[src/rtl/tff_pkg.sv]
// rtl/tff_pkg.sv - shared types and default constants for the toggle decoder
//
// Purpose : FSM state encoding and default parameter values used by
//           toggle_decoder and its testbench.
// Contents: tff_state_e (STABLE, FILTER), TFF_DEBOUNCE_CYCLES_DEFAULT,
//           TFF_CNT_WIDTH_DEFAULT.
package tff_pkg;

  typedef enum logic {
    STABLE = 1'b0,
    FILTER = 1'b1
  } tff_state_e;

  localparam int TFF_DEBOUNCE_CYCLES_DEFAULT = 4;
  localparam int TFF_CNT_WIDTH_DEFAULT       = 8;

endpackage

[src/rtl/sync_2ff.sv]
// rtl/sync_2ff.sv - two-flop synchronizer for a single asynchronous bit
//
// Purpose : bring an asynchronous level into the clk domain.
// Ports   : clk - system clock
//           rst - synchronous active-high reset, clears both flops
//           d   - asynchronous input
//           q   - synchronized output (second flop)
module sync_2ff (
  input  logic clk,
  input  logic rst,
  input  logic d,
  output logic q
);

  logic meta;

  always_ff @(posedge clk) begin
    if (rst) begin
      meta <= 1'b0;
      q    <= 1'b0;
    end else begin
      meta <= d;
      q    <= meta;
    end
  end

endmodule

[src/rtl/toggle_decoder.sv]
// rtl/toggle_decoder.sv - debounced toggle-event decoder with valid/ready output
//
// Purpose : every accepted level change of t_in becomes one event. A change is
//           accepted once DEBOUNCE_CYCLES consecutive synchronized samples
//           differ from the current filtered level.
// Ports   : clk       - system clock, rising edge
//           rst       - synchronous active-high reset
//           t_in      - asynchronous toggle-encoded event line
//           evt_ready - consumer accepts the pending event
//           evt_valid - an accepted event is pending
//           level     - debounced level of t_in
//           evt_count - accepted events modulo 2^CNT_WIDTH
//           overrun   - sticky: event accepted while one was still pending
module toggle_decoder
  import tff_pkg::*;
#(
  parameter int DEBOUNCE_CYCLES = TFF_DEBOUNCE_CYCLES_DEFAULT,
  parameter int CNT_WIDTH       = TFF_CNT_WIDTH_DEFAULT
) (
  input  logic                 clk,
  input  logic                 rst,
  input  logic                 t_in,
  input  logic                 evt_ready,
  output logic                 evt_valid,
  output logic                 level,
  output logic [CNT_WIDTH-1:0] evt_count,
  output logic                 overrun
);

  localparam int FCW = $clog2(DEBOUNCE_CYCLES + 1);
  localparam logic [FCW-1:0] FILT_DONE = FCW'(DEBOUNCE_CYCLES);

  logic t_sync;

  sync_2ff u_sync (
    .clk (clk),
    .rst (rst),
    .d   (t_in),
    .q   (t_sync)
  );

  tff_state_e           state_q;
  tff_state_e           state_d;
  logic [FCW-1:0]       fcnt_q;
  logic [FCW-1:0]       fcnt_d;
  logic [FCW-1:0]       fcnt_inc;
  logic                 mismatch;
  logic                 accept;
  logic                 level_d;
  logic                 valid_d;
  logic                 overrun_d;
  logic [CNT_WIDTH-1:0] count_d;

  always_ff @(posedge clk) begin
    if (rst) begin
      state_q   <= STABLE;
      fcnt_q    <= '0;
      level     <= 1'b0;
      evt_valid <= 1'b0;
      evt_count <= '0;
      overrun   <= 1'b0;
    end else begin
      state_q   <= state_d;
      fcnt_q    <= fcnt_d;
      level     <= level_d;
      evt_valid <= valid_d;
      evt_count <= count_d;
      overrun   <= overrun_d;
    end
  end

  // fcnt_q holds how many mismatching samples have been seen so far, so the
  // current sample is number fcnt_q+1; accept when that reaches DEBOUNCE_CYCLES.
  always_comb begin
    state_d  = state_q;
    fcnt_d   = fcnt_q;
    accept   = 1'b0;
    mismatch = (t_sync != level);
    fcnt_inc = fcnt_q + FCW'(1);

    case (state_q)
      STABLE: begin
        if (mismatch) begin
          if (DEBOUNCE_CYCLES == 1) begin
            accept = 1'b1;
          end else begin
            state_d = FILTER;
            fcnt_d  = FCW'(1);
          end
        end
      end
      FILTER: begin
        if (!mismatch) begin
          state_d = STABLE;
          fcnt_d  = '0;
        end else if (fcnt_inc == FILT_DONE) begin
          accept  = 1'b1;
          state_d = STABLE;
          fcnt_d  = '0;
        end else begin
          fcnt_d = fcnt_inc;
        end
      end
      default: begin
        state_d = STABLE;
        fcnt_d  = '0;
      end
    endcase

    level_d = level ^ accept;
    count_d = evt_count + CNT_WIDTH'(accept);
    // A new acceptance always leaves an event pending; otherwise a completed
    // handshake drains it. evt_ready has no effect while nothing is pending.
    valid_d = accept | (evt_valid & ~evt_ready);
    // Overrun only when the earlier event is not being consumed this cycle.
    overrun_d = overrun | (accept & evt_valid & ~evt_ready);
  end

endmodule

[config.mk]
export PLATFORM = sky130hd
export DESIGN_NAME = toggle_decoder
export DESIGN_NICKNAME = d
export VERILOG_FILES = /design/src/rtl/tff_pkg.sv /design/src/rtl/sync_2ff.sv /design/src/rtl/toggle_decoder.sv
export SDC_FILE = /design/constraint.sdc
export NUM_CORES = 1
export LEC_CHECK = 0
export ABC_AREA = 1
export CORE_UTILIZATION = 51
export DETAILED_ROUTE_END_ITERATION = 8
export GPL_TIMING_DRIVEN = 1
export PLACE_DENSITY = 0.89
export SKIP_CTS_REPAIR_TIMING = 1
export SLEW_MARGIN = 20
export SYNTH_ARGS = -nofsm -noshare
export SYNTH_HDL_FRONTEND = slang
export SYNTH_HIERARCHICAL = 1
export SYNTH_SLANG_ARGS = --single-unit
[constraint.sdc]
create_clock -name clk -period 3.8 [get_ports clk]
set_input_delay 0.76 -clock clk [delete_from_list [all_inputs] [get_ports clk]]
set_output_delay 0.76 -clock clk [all_outputs]
set_load 0.03 [all_outputs]
# Yosys cells after proc, flatten, opt, wreduce, memory -nomap -nowiden
# Cells that the tools add are included.
# word_totals
output_inout_bits	11
elab_cells	32
reg_bits	17
in_bits	4
# op_classes
bitwise_logic	8
eq_ne	3
mux	11
n_addsub	2
# op_table
operator	n
3-bit two-way mux	3
8-bit by 1-bit adder with 8-bit output	1
1-bit two-way mux	6
3-bit case mux with 2 select lines	1
3-bit by 1-bit adder with 3-bit output, second input constant	1
1-bit bitwise AND	3
3-bit equality test, second input constant	1
2-bit != test, second input constant	1
1-bit NOT	2
1-bit bitwise OR	2
1-bit case mux with 2 select lines	1
1-bit != test	1
1-bit XOR	1

# Depth between registers and ports, before layout
# Gate-level depths: netlist of the first run.
# depth
ltp_word	8
ltp_mapped	12
depth_no_buf	12

# Modules after synthesis
# The synthesis of the first run kept the hierarchy.
# by_module_without_submodules
module	seq_area_each_um2	cells_per_inst	area_each_um2	n_inst
toggle_decoder	300.3	87	678.2	1
sync_2ff	40.0	6	55.1	1

# Least setup slack after synthesis of the first run
# No wires, ideal clock.
# synth_timing
kind	register to register
start	register level
end	register evt_count[7]
path_stages_with_launch	12
setup_slack_ns	2.009
n_path_buf	0
t_required_ns	3.672
arrival_time_ns	1.664
path_cell_list	dfxtp_1 > inv_1 > nand2_1 > nand3_1 > nor2_4 > ha_1 > nand2_2 > nor2_4 > inv_2 > nor3_4 > xnor2_1 > nor2_1
# synth_via
elab_chain_len	4
# synth_rtl
element	line	rtl
start, declared	toggle_decoder.sv:25	output logic level,
start signal, assigned	toggle_decoder.sv:65	level <= level_d;
1-bit != test	toggle_decoder.sv:78	mismatch = (t_sync != level);
1-bit two-way mux	toggle_decoder.sv:93	if (!mismatch) begin
1-bit two-way mux	toggle_decoder.sv:81	case (state_q)
8-bit by 1-bit adder with 8-bit output	toggle_decoder.sv:111	count_d = evt_count + CNT_WIDTH'(accept);
end signal, assigned	toggle_decoder.sv:67	evt_count <= count_d;
end, declared	toggle_decoder.sv:26	output logic [CNT_WIDTH-1:0] evt_count,
# Every way passes these cells.
# A chain may end at the register's enable or synchronous reset.

# Worst setup path after layout of the first run
# layout_timing
start	register evt_count[1]
end	output evt_count[1]
# No word-level cell between the ends.

==> reports/metrics.cfg, run 1 <==
[placed_design]
place_hpwl_mm = 1.065
dpl-instance-area_um2 = 888.4
place.gp.congestion = 0.6584
port_buffers = 14

[worst_setup_path]
critical-path-top-delay-family = buffers and inverters
start_kind = flip-flop
arrival_ns = 1.45
r2r_setup_slack_ns = 1.79
rr_worst_depth = 12
path_max_fanout = 5
worst_ep_required_time_ns = 3.04
startpoint = evt_count[1]
r2r_start = fcnt_q[0]
endpoint = evt_count[1]
cp_slowest_cell = clkdlybuf4s50_1
path_cells = clkdlybuf4s50_1
slowest_delay_ns = 0.71
critPathBufInv = 1
crit_cells = 1
criticalPathCategory = reg2out
end_kind = output port
r2r-end = evt_count[7]

[yosys]
netlist_area_um2 = 733.2
synth.top_cell.area_share = 0.4642
syn_inst = 93
async_flop_share = 0
synth.avg_cell_area_um2 = 7.884
yosys-top-cells-area = dfxtp_1 46%, inv_1 8.2%, a21oi_1 6.8%
yosysWarnings = 6
synth_cell_types = 20
synth_edf_count = 0
synth_ff_type = dfxtp_1
seq_area_frac_synth = 0.4642
ys_ff_latch = 17
syn_nets = 100
yosys.area.top_type = dfxtp_1

[power]
p_int_w = 0.0002237
p_leak_nw = 0.3747
powerDensity_mw_per_mm2 = 315.9
p_sw_w = 0.00006566
clkPwrFrac = 0.337
ir_drop_mv = 0.2691
seqPwrFrac = 0.627
p_comb_frac = 0.036
switching_share = 0.2269

[clock_tree]
root_buffer = clkbuf_4
cts_buffer_depth = 2
tritoncts = built
cts.clk_slew.worst_paths_ns = 0.11
clock-sinks = 17
clock_latency_ns = 0.29
cts_inserted_buffers = 3
htree_levels = 1

[final_layout]
antenna_cells = 0
fin_nets = 118
syn_to_final_growth_pct = 24.91
layout-drive-gt1-share = 0.09091
finalInstanceArea_um2 = 915.9
fillCellCount = 99

[route]
drc = 0
drtAntennaViolNets = 0
post_drt_wl_per_cell_um = 11.53
drtIter0Drc = 9
via_count = 625
drt-total-wl_mm = 1.441
dr.pass1.iters = 4
vias_per_cell = 5.000

[floorplan]
num_rows = 13
die_y_um = 39.92
dieArea_mm2 = 0.001593
start_util = 0.5565
die_w_um = 39.92
core_mm2 = 0.001318
io_pins = 15

[timing]
max_freq_ghz = 0.4527
finalClockSkew_ns = 0.01183
finalSetupViolCount = 0
post-route-period-util = 0.5814
slew_headroom = 0.6756
grt_setup_unrepaired = false
finalSetupTns_ns = 0
tightest_slew_ns = 0.4852
layout_min_cycle_time_ns = 2.209
slew_viol_final = 0
finalHoldViolCount = 0

[min_path]
worstHoldPathType = reg2reg
min_from = u_sync/meta

[grt]
grt_first_pass_wirelength_mm = 2.166
grt_usage = 0.2068
grt_max_degree = 15
globalRouteOverflowTotal = 0
grt_antenna_before_repair = 0
grt_pass1_vias = 556

[run]
cap_violations = 0

[status]
status = finished clean

## synthesized netlist by cell type, types with 2 or more instances
| master | count |
|---|---|
| a21oi_1 | 10 |
| nor3_1 | 2 |
| inv_1 | 16 |
| nand4_1 | 3 |
| ha_1 | 3 |
| nor2_1 | 11 |
| o21ai_0 | 2 |
| nand2_1 | 13 |
| nand3_1 | 5 |
| nor2_4 | 2 |
| dfxtp_1 | 17 |
## cells in the final DEF (no fill, tap or decap), drive strengths merged
| cell type | netlist | final |
|---|---|---|
| dfxtp | 17 | 17 |
| nor2 | 13 | 13 |
| clkdlybuf4s50 | 0 | 14 |
| nand3 | 6 | 6 |
| clkbuf | 1 | 3 |
| clkinv | 0 | 1 |
| nand2 | 14 | 14 |
| a31oi | 1 | 1 |
| nor3 | 3 | 3 |
| nand4 | 3 | 3 |
| and2 | 1 | 1 |
| inv | 17 | 17 |
| ha | 3 | 3 |
| o21ai | 2 | 2 |
| a21oi | 10 | 10 |
| xnor2 | 1 | 1 |
| a211oi | 1 | 1 |
## power groups by stage
stage	logic (W)	registers, W	clock network, W
after global placement	0.00000977	0.000185	0
final	0.0000105	0.000181	0.0000976
after global routing	0.0000116	0.000182	0.000105
after detailed placement	0.0000104	0.000185	0
after floorplan	0.00000565	0.000185	0
after CTS	0.0000105	0.000181	0.0000970
## state kept, by name (all words and copies together), names as in the netlist
name         flops
u_sync/q         1
u_sync/meta      1
overrun          1
fcnt_q           3
evt_count        8
state_q          1
level            1
evt_valid        1
## per-stage QoR
step,utilization,worst slack (ns),instances,hold slack (ns),total power (W)
after floorplan,-,2.009,93,0.3883,0.0001907
after global placement,0.6743,1.842,121,0.3894,0.0001950
after detailed placement,0.6743,1.801,121,0.4067,0.0001958
after CTS,0.6952,1.600,125,0.4222,0.0002889
after global routing,0.6952,1.529,125,0.4475,0.0002977
final,0.6952,1.591,125,0.4189,0.0002894
## layer usage
metal,vias to the layer above,wire length (um),share of wire,track usage
li1,328,-,-,-
met1,284,571,0.40,0.2195
met2,11,819,0.57,0.4073
met3,2,46,0.032,0.03409
met4,0,4,0.0028,0.05172
met5,-,0,0,0
## layout make-up
type                            instances  area, um^2  area share
Tap cell                               15       18.77     0.02049
Inverter                               17       63.81     0.06967
Timing Repair Buffer                   14       140.1      0.1530
Clock inverter                          1       5.005    0.005464
Clock buffer                            3       22.52     0.02459
Multi-Input combinational cell         58       325.3      0.3552
Sequential cell                        17       340.3      0.3716
## kinds of logic (layout without fill, tap and decap cells)
kind of cell,Yosys count,in the layout,synth area share
AND/OR/NAND/NOR,40,40,0.2799
buffers and inverters,18,35,0.09214
flip-flops,17,17,0.4642
AO/OA/AOI/OAI,14,14,0.1007
adder cells (fa/ha/maj),3,3,0.05120
XOR/XNOR,1,1,0.01195
## worst min-delay path by stage
| stage | end | slack, ns | cells after the start |
|---|---|---|---|
| 2_1_floorplan | u_sync/q | 0.39 | 2 |
| 3_3_place_gp | u_sync/q | 0.39 | 2 |
| 3_5_place_dp | u_sync/q | 0.41 | 2 |
| 4_1_cts | u_sync/q | 0.42 | 2 |
| 5_1_grt | u_sync/q | 0.45 | 2 |
| 6_report | u_sync/q | 0.42 | 2 |
No activity file was read; power rests on OpenSTA's default activity.
==> run 2: changes to the inputs <==
--- a/config.mk
+++ b/config.mk
@@ -6,10 +6,11 @@
 export NUM_CORES = 1
 export LEC_CHECK = 0
 export ABC_AREA = 1
-export CORE_UTILIZATION = 51
+export CORE_ASPECT_RATIO = 0.9
+export CORE_UTILIZATION = 48
 export DETAILED_ROUTE_END_ITERATION = 8
 export GPL_TIMING_DRIVEN = 1
-export PLACE_DENSITY = 0.89
+export PLACE_DENSITY = 0.85
 export SKIP_CTS_REPAIR_TIMING = 1
 export SLEW_MARGIN = 20
 export SYNTH_ARGS = -nofsm -noshare
==> constraint.sdc (replaced) <==
create_clock -name clk -period 2.1 [get_ports clk]
set_input_delay 0.42 -clock clk [delete_from_list [all_inputs] [get_ports clk]]
set_output_delay 0.42 -clock clk [all_outputs]
set_load 0.03 [all_outputs]
==> reports/metrics.cfg, run 2 (same netlist as run 1, synthesis figures left out) <==
[status]
status = finished clean

[timing]
max_freq_ghz = 0.5402
finalSetupTns_ns = 0  ; unchanged
finalSetupViolCount = 0  ; unchanged
finalHoldViolCount = 0  ; unchanged
layout_min_cycle_time_ns = 1.851
slew_viol_final = 0  ; unchanged
grt_setup_unrepaired = false
tightest_slew_ns = 0.3736  ; -0.1115 ns
finalClockSkew_ns = 0.002169  ; -0.009660 ns
slew_headroom = 0.7501  ; +0.07458
post-route-period-util = 0.8816
timing.hold.ws_ns = 0.4110  ; -0.007877 ns
fin_ws_ns = 0.2487  ; -1.342 ns

[final_layout]
syn_to_final_growth_pct = 26.62
mostFrequentLayoutCells = 17 x dfxtp_1, 16 x inv_1, 14 x clkdlybuf4s50_1
finalInstanceArea_um2 = 928.4  ; +1.4%
largestRegisters = evt_count x8, fcnt_q x3
layout-drive-gt1-share = 0.09821  ; +0.007305
fin_nets = 120  ; +1.7%
final_common_cell = dfxtp_1
fillCellCount = 113  ; +14%
regArea_um2 = 340.3  ; unchanged
antenna_cells = 0  ; unchanged
regMostFlops = evt_count
largest_reg_flops = 8  ; unchanged
multi_input_area_um2 = 325.3  ; unchanged

[clock_tree]
cts.clk_slew.worst_paths_ns = 0.09  ; -0.02 ns
htree_levels = 1  ; unchanged
clock-sinks = 17  ; unchanged
clock_latency_ns = 0.30  ; about the same
cts_buffer_depth = 2  ; unchanged
cts_inserted_buffers = 3  ; unchanged
tritoncts = built
root_buffer = clkbuf_4

[worst_setup_path]
path_cells = clkdlybuf4s50_1
start_kind = flip-flop
arrival_ns = 1.43  ; -0.02 ns
slowest_delay_ns = 0.71  ; about the same
crit_cells = 1  ; unchanged
criticalPathCategory = reg2out
end_kind = output port
critical-path-top-delay-family = buffers and inverters
critPathBufInv = 1  ; unchanged
cp_slowest_cell = clkdlybuf4s50_1
path_max_fanout = 6  ; +1
rr_worst_depth = 12  ; unchanged
worst_ep_required_time_ns = 1.68  ; -1.36 ns

[route]
dr.pass1.iters = 4  ; unchanged
via_count = 629  ; +0.64%
drt-total-wl_mm = 1.318  ; -8.5%
drc = 0  ; unchanged
post_drt_wl_per_cell_um = 10.46  ; -9.3%
drtIter0Drc = 3  ; -6
vias_per_cell = 4.992  ; -0.16%
drtAntennaViolNets = 0  ; unchanged

[placed_design]
port_buffers = 14  ; unchanged
pre_cts_slack_ns = 0.3017  ; -1.499 ns
dpl-instance-area_um2 = 902.1  ; +1.5%
place.gp.congestion = 0.7056  ; +7.2%
place_hpwl_um = 956.2  ; -10%

[floorplan]
die_y_um = 39.08  ; -2.1%
num_rows = 12  ; -1
io_pins = 15  ; unchanged
die_w_um = 43.20  ; +8.2%
start_util = 0.5549  ; -0.001581
dieArea_mm2 = 0.001688  ; +5.9%
core_mm2 = 0.001321  ; +0.29%

[min_path]
worstHoldPathType = reg2reg
worstHoldPathCells = 2  ; unchanged

[grt]
globalRouteOverflowTotal = 0  ; unchanged
grt_pass1_vias = 532  ; -4.3%
grt_antenna_before_repair = 0  ; unchanged
grt_first_pass_wirelength_mm = 2.173  ; +0.32%
grt_usage = 0.1848  ; -0.02197
grt_max_degree = 11  ; -4

[run]
cap_violations = 0  ; unchanged

[power]
powerDensity_mw_per_mm2 = 563.3  ; +78%
p_leak_nw = 0.3823  ; +2.0%
ir_drop_mv = 0.3741  ; +39%

-- run 2: changes by cell type in the layout (fill, tap and decap cells not counted), sizes merged --
cell    delta
buf        +2
clkbuf     +1
clkinv     -1
-- run 2: path summary, 6_finish.rpt --
| kind | slack, ns | startpoint | endpoint |
|---|---|---|---|
| worst max register to register | 0.27 | fcnt_q[0] | evt_count[7] |
| worst min register to register | 0.41 | u_sync/meta | u_sync/q |
| worst min-delay path | 0.41 | u_sync/meta | u_sync/q |
| worst max-delay path | 0.25 | evt_count[0] | evt_count[0] |
-- run 2: layout make-up --
cell class                 count  area share
clock buffer                   4     0.02830
timing repair buffer          16      0.1671
sequential                    17      0.3666
multi-input combinational     58      0.3504
inverter                      17     0.06873
tap                           14     0.01887
-- run 2: power breakdown --
group / internal [W] / switching [W]
logic: 0.00000960 / 0.0000103
registers: 0.000326 / 0.00000240
clock network: 0.0000741 / 0.000101
total: 0.000409 / 0.000114
-- run 2: routing by layer --
layer,GRT usage,routed length (um),share of wire,vias up
met2,0.3246,598,0.45,17
met5,0,0,0,-
met3,0.08411,77,0.058,3
met1,0.1966,628,0.48,275
li1,-,-,-,334
met4,0.06818,13,0.0099,0
-- run 2: metrics by stage --
step,utilization,std cells,total power [W]
2_1_floorplan,-,93,0.0003451
6_report,0.7027,126,0.0005229
3_5_place_dp,0.6828,122,0.0003553
3_3_place_gp,0.6828,122,0.0003549
4_1_cts,0.7027,126,0.0005297
5_1_grt,0.7027,126,0.0005465
==> edit, RTL diff (config.mk and constraints of run 2) <==
Put one more register stage on the output `overrun`. The value now appears one clock later. The other outputs are not delayed to match.
--- a/src/rtl/toggle_decoder.sv
+++ b/src/rtl/toggle_decoder.sv
@@ -30,6 +30,8 @@
   localparam int FCW = $clog2(DEBOUNCE_CYCLES + 1);
   localparam logic [FCW-1:0] FILT_DONE = FCW'(DEBOUNCE_CYCLES);
 
+  logic overrun_s0;
+
   logic t_sync;
 
   sync_2ff u_sync (
@@ -58,14 +60,14 @@
       level     <= 1'b0;
       evt_valid <= 1'b0;
       evt_count <= '0;
-      overrun   <= 1'b0;
+      overrun_s0 <= 1'b0;
     end else begin
       state_q   <= state_d;
       fcnt_q    <= fcnt_d;
       level     <= level_d;
       evt_valid <= valid_d;
       evt_count <= count_d;
-      overrun   <= overrun_d;
+      overrun_s0 <= overrun_d;
     end
   end
 
@@ -113,7 +115,11 @@
     // handshake drains it. evt_ready has no effect while nothing is pending.
     valid_d = accept | (evt_valid & ~evt_ready);
     // Overrun only when the earlier event is not being consumed this cycle.
-    overrun_d = overrun | (accept & evt_valid & ~evt_ready);
+    overrun_d = overrun_s0 | (accept & evt_valid & ~evt_ready);
+  end
+
+  always_ff @(posedge clk) begin
+    overrun <= overrun_s0;
   end
 
 endmodule
Function: same outputs for any inputs over 10 cycles, from zero or initial values and one cycle with rst high; that may be too few to reach the edited logic, so the function may still have changed.
==> edit against run 2 <==
- the run now ends with design-rule violations left
- area after synthesis increased by 2.7%
- design area increased by 3.5%
- routed wire length increased by 8.2%
- core utilization decreased by 3.9 points
- worst hold slack got worse by 49 ps
- sequential cell count increased by 1
- total power increased by 1.1%
- setup slack improved by 0.95 ps
- synthesized cell count increased by 1.1%
- largest power group unchanged
==> edit: results (changes against run 2) <==
[synth]
synth-seq-area-share_pct=47.8  ; was 46.4%
synthesis.nets=101  ; was 100
xor_xnor_share_of_the_synthesized_area_pct=1.16  ; was 1.19%
post_synth_fa_ha_maj_area_fraction_pct=4.98  ; was 5.12%
synthTopCellsByCount=sky130_fd_sc_hd__dfxtp_1 (18), sky130_fd_sc_hd__inv_1 (16), sky130_fd_sc_hd__nand2_1 (13)  ; was sky130_fd_sc_hd__dfxtp_1 (17), sky130_fd_sc_hd__inv_1 (16), sky130_fd_sc_hd__nand2_1 (13)

[pwr]
max-vdd-ir-drop_mv=0.526  ; was 0.374 mV
p_switching_mw=0.108  ; was 0.114 mW
pg_clk_mw=0.161  ; was 0.175 mW

[outcome]
violated_checks=design-rule violations
run_status=complete, but fails checks  ; was complete, no violations

[global_route]
grt.met3_usage_pct=9.68  ; was 8.41%
grt_start_max_net_pins=10  ; was 11
first_global_vias=515  ; was 532
track_usage_pct=19.3  ; was 18.5%
global_route.usage.met2_pct=28.4  ; was 32.5%

[min_path]
hold_path_end=overrun  ; was u_sync/q

[timing]
max-slew-margin-rel_pct=79.6  ; was 75.0%

[placement]
hpwlAfterDp_um=1040  ; was 956 um

[critical_path]
worstPathMaxFanout=5  ; was 6
worstPathArrival_ps=2040  ; was 1430 ps
timing.critical_path.max_delay_family=simple AND/OR/NAND/NOR gates  ; was buffers and inverters

[detailed_routing]
postRouteWirelength_um=1430  ; was 1320 um
first_iter_violations=30  ; was 3
route.detailed.drc=1  ; was 0

[die]
design.die.area_um2=1730  ; was 1690 um2

[final_layout]
nNetsFinal=123  ; was 120

[edit: cell type report]
cell class | count | area, um2
inverter | 17 | 63.8
fill | 128 | 487
multi-input combinational | 58 | 325
clock buffer | 3 | 22.5
tap | 15 | 18.8
sequential | 18 | 360
timing repair buffer | 18 | 170
[edit: metal layers]
| layer | wire length [um] | vias to the layer above | share of wire (%) |
|---|---|---|---|
| li1 | - | 341 | - |
| met1 | 658 | 304 | 46 |
| met2 | 680 | 17 | 48 |
| met3 | 80 | 2 | 5.6 |
| met4 | 8 | 0 | 0.56 |
| met5 | 0 | - | 0 |
[edit: worst max-delay path by stage]
| stage | depth (start not counted) | from | slack, ps | endpoint |
|---|---|---|---|---|
| 5_1_grt | 12 | fcnt_q[0] | 3 | evt_count[6] |
| 2_1_floorplan | 11 | level | 310 | evt_count[7] |
| 4_1_cts | 12 | fcnt_q[0] | 160 | evt_count[7] |
| 6_report | 12 | fcnt_q[0] | 250 | evt_count[7] |
| 3_3_place_gp | 12 | fcnt_q[0] | 250 | evt_count[7] |
| 3_5_place_dp | 12 | fcnt_q[0] | 190 | evt_count[6] |
[edit: metrics by stage]
step / power [mW] / worst slack, ps / cells / utilization (%) / hold WS (ps)
final: 0.529 / 250 / 129 / 66.4 / 362
after global routing: 0.560 / 2.72 / 129 / 66.4 / 376
after CTS: 0.535 / 160 / 126 / 64.8 / 363
after detailed placement: 0.375 / 189 / 123 / 63.3 / 349
after global placement: 0.375 / 254 / 123 / 63.3 / 337
after floorplan: 0.365 / 309 / 94 / - / 331
[edit: cell families (layout without fill, tap and decap cells)]
kind of cell               Yosys count  in the layout
and+or+nand+nor                     40             40
DFF                                 18             18
buffers and inverters               18             38
adders and majority gates            3              3
xor gates and xnor gates             1              1
AOI/OAI and AO/OA                   14             14
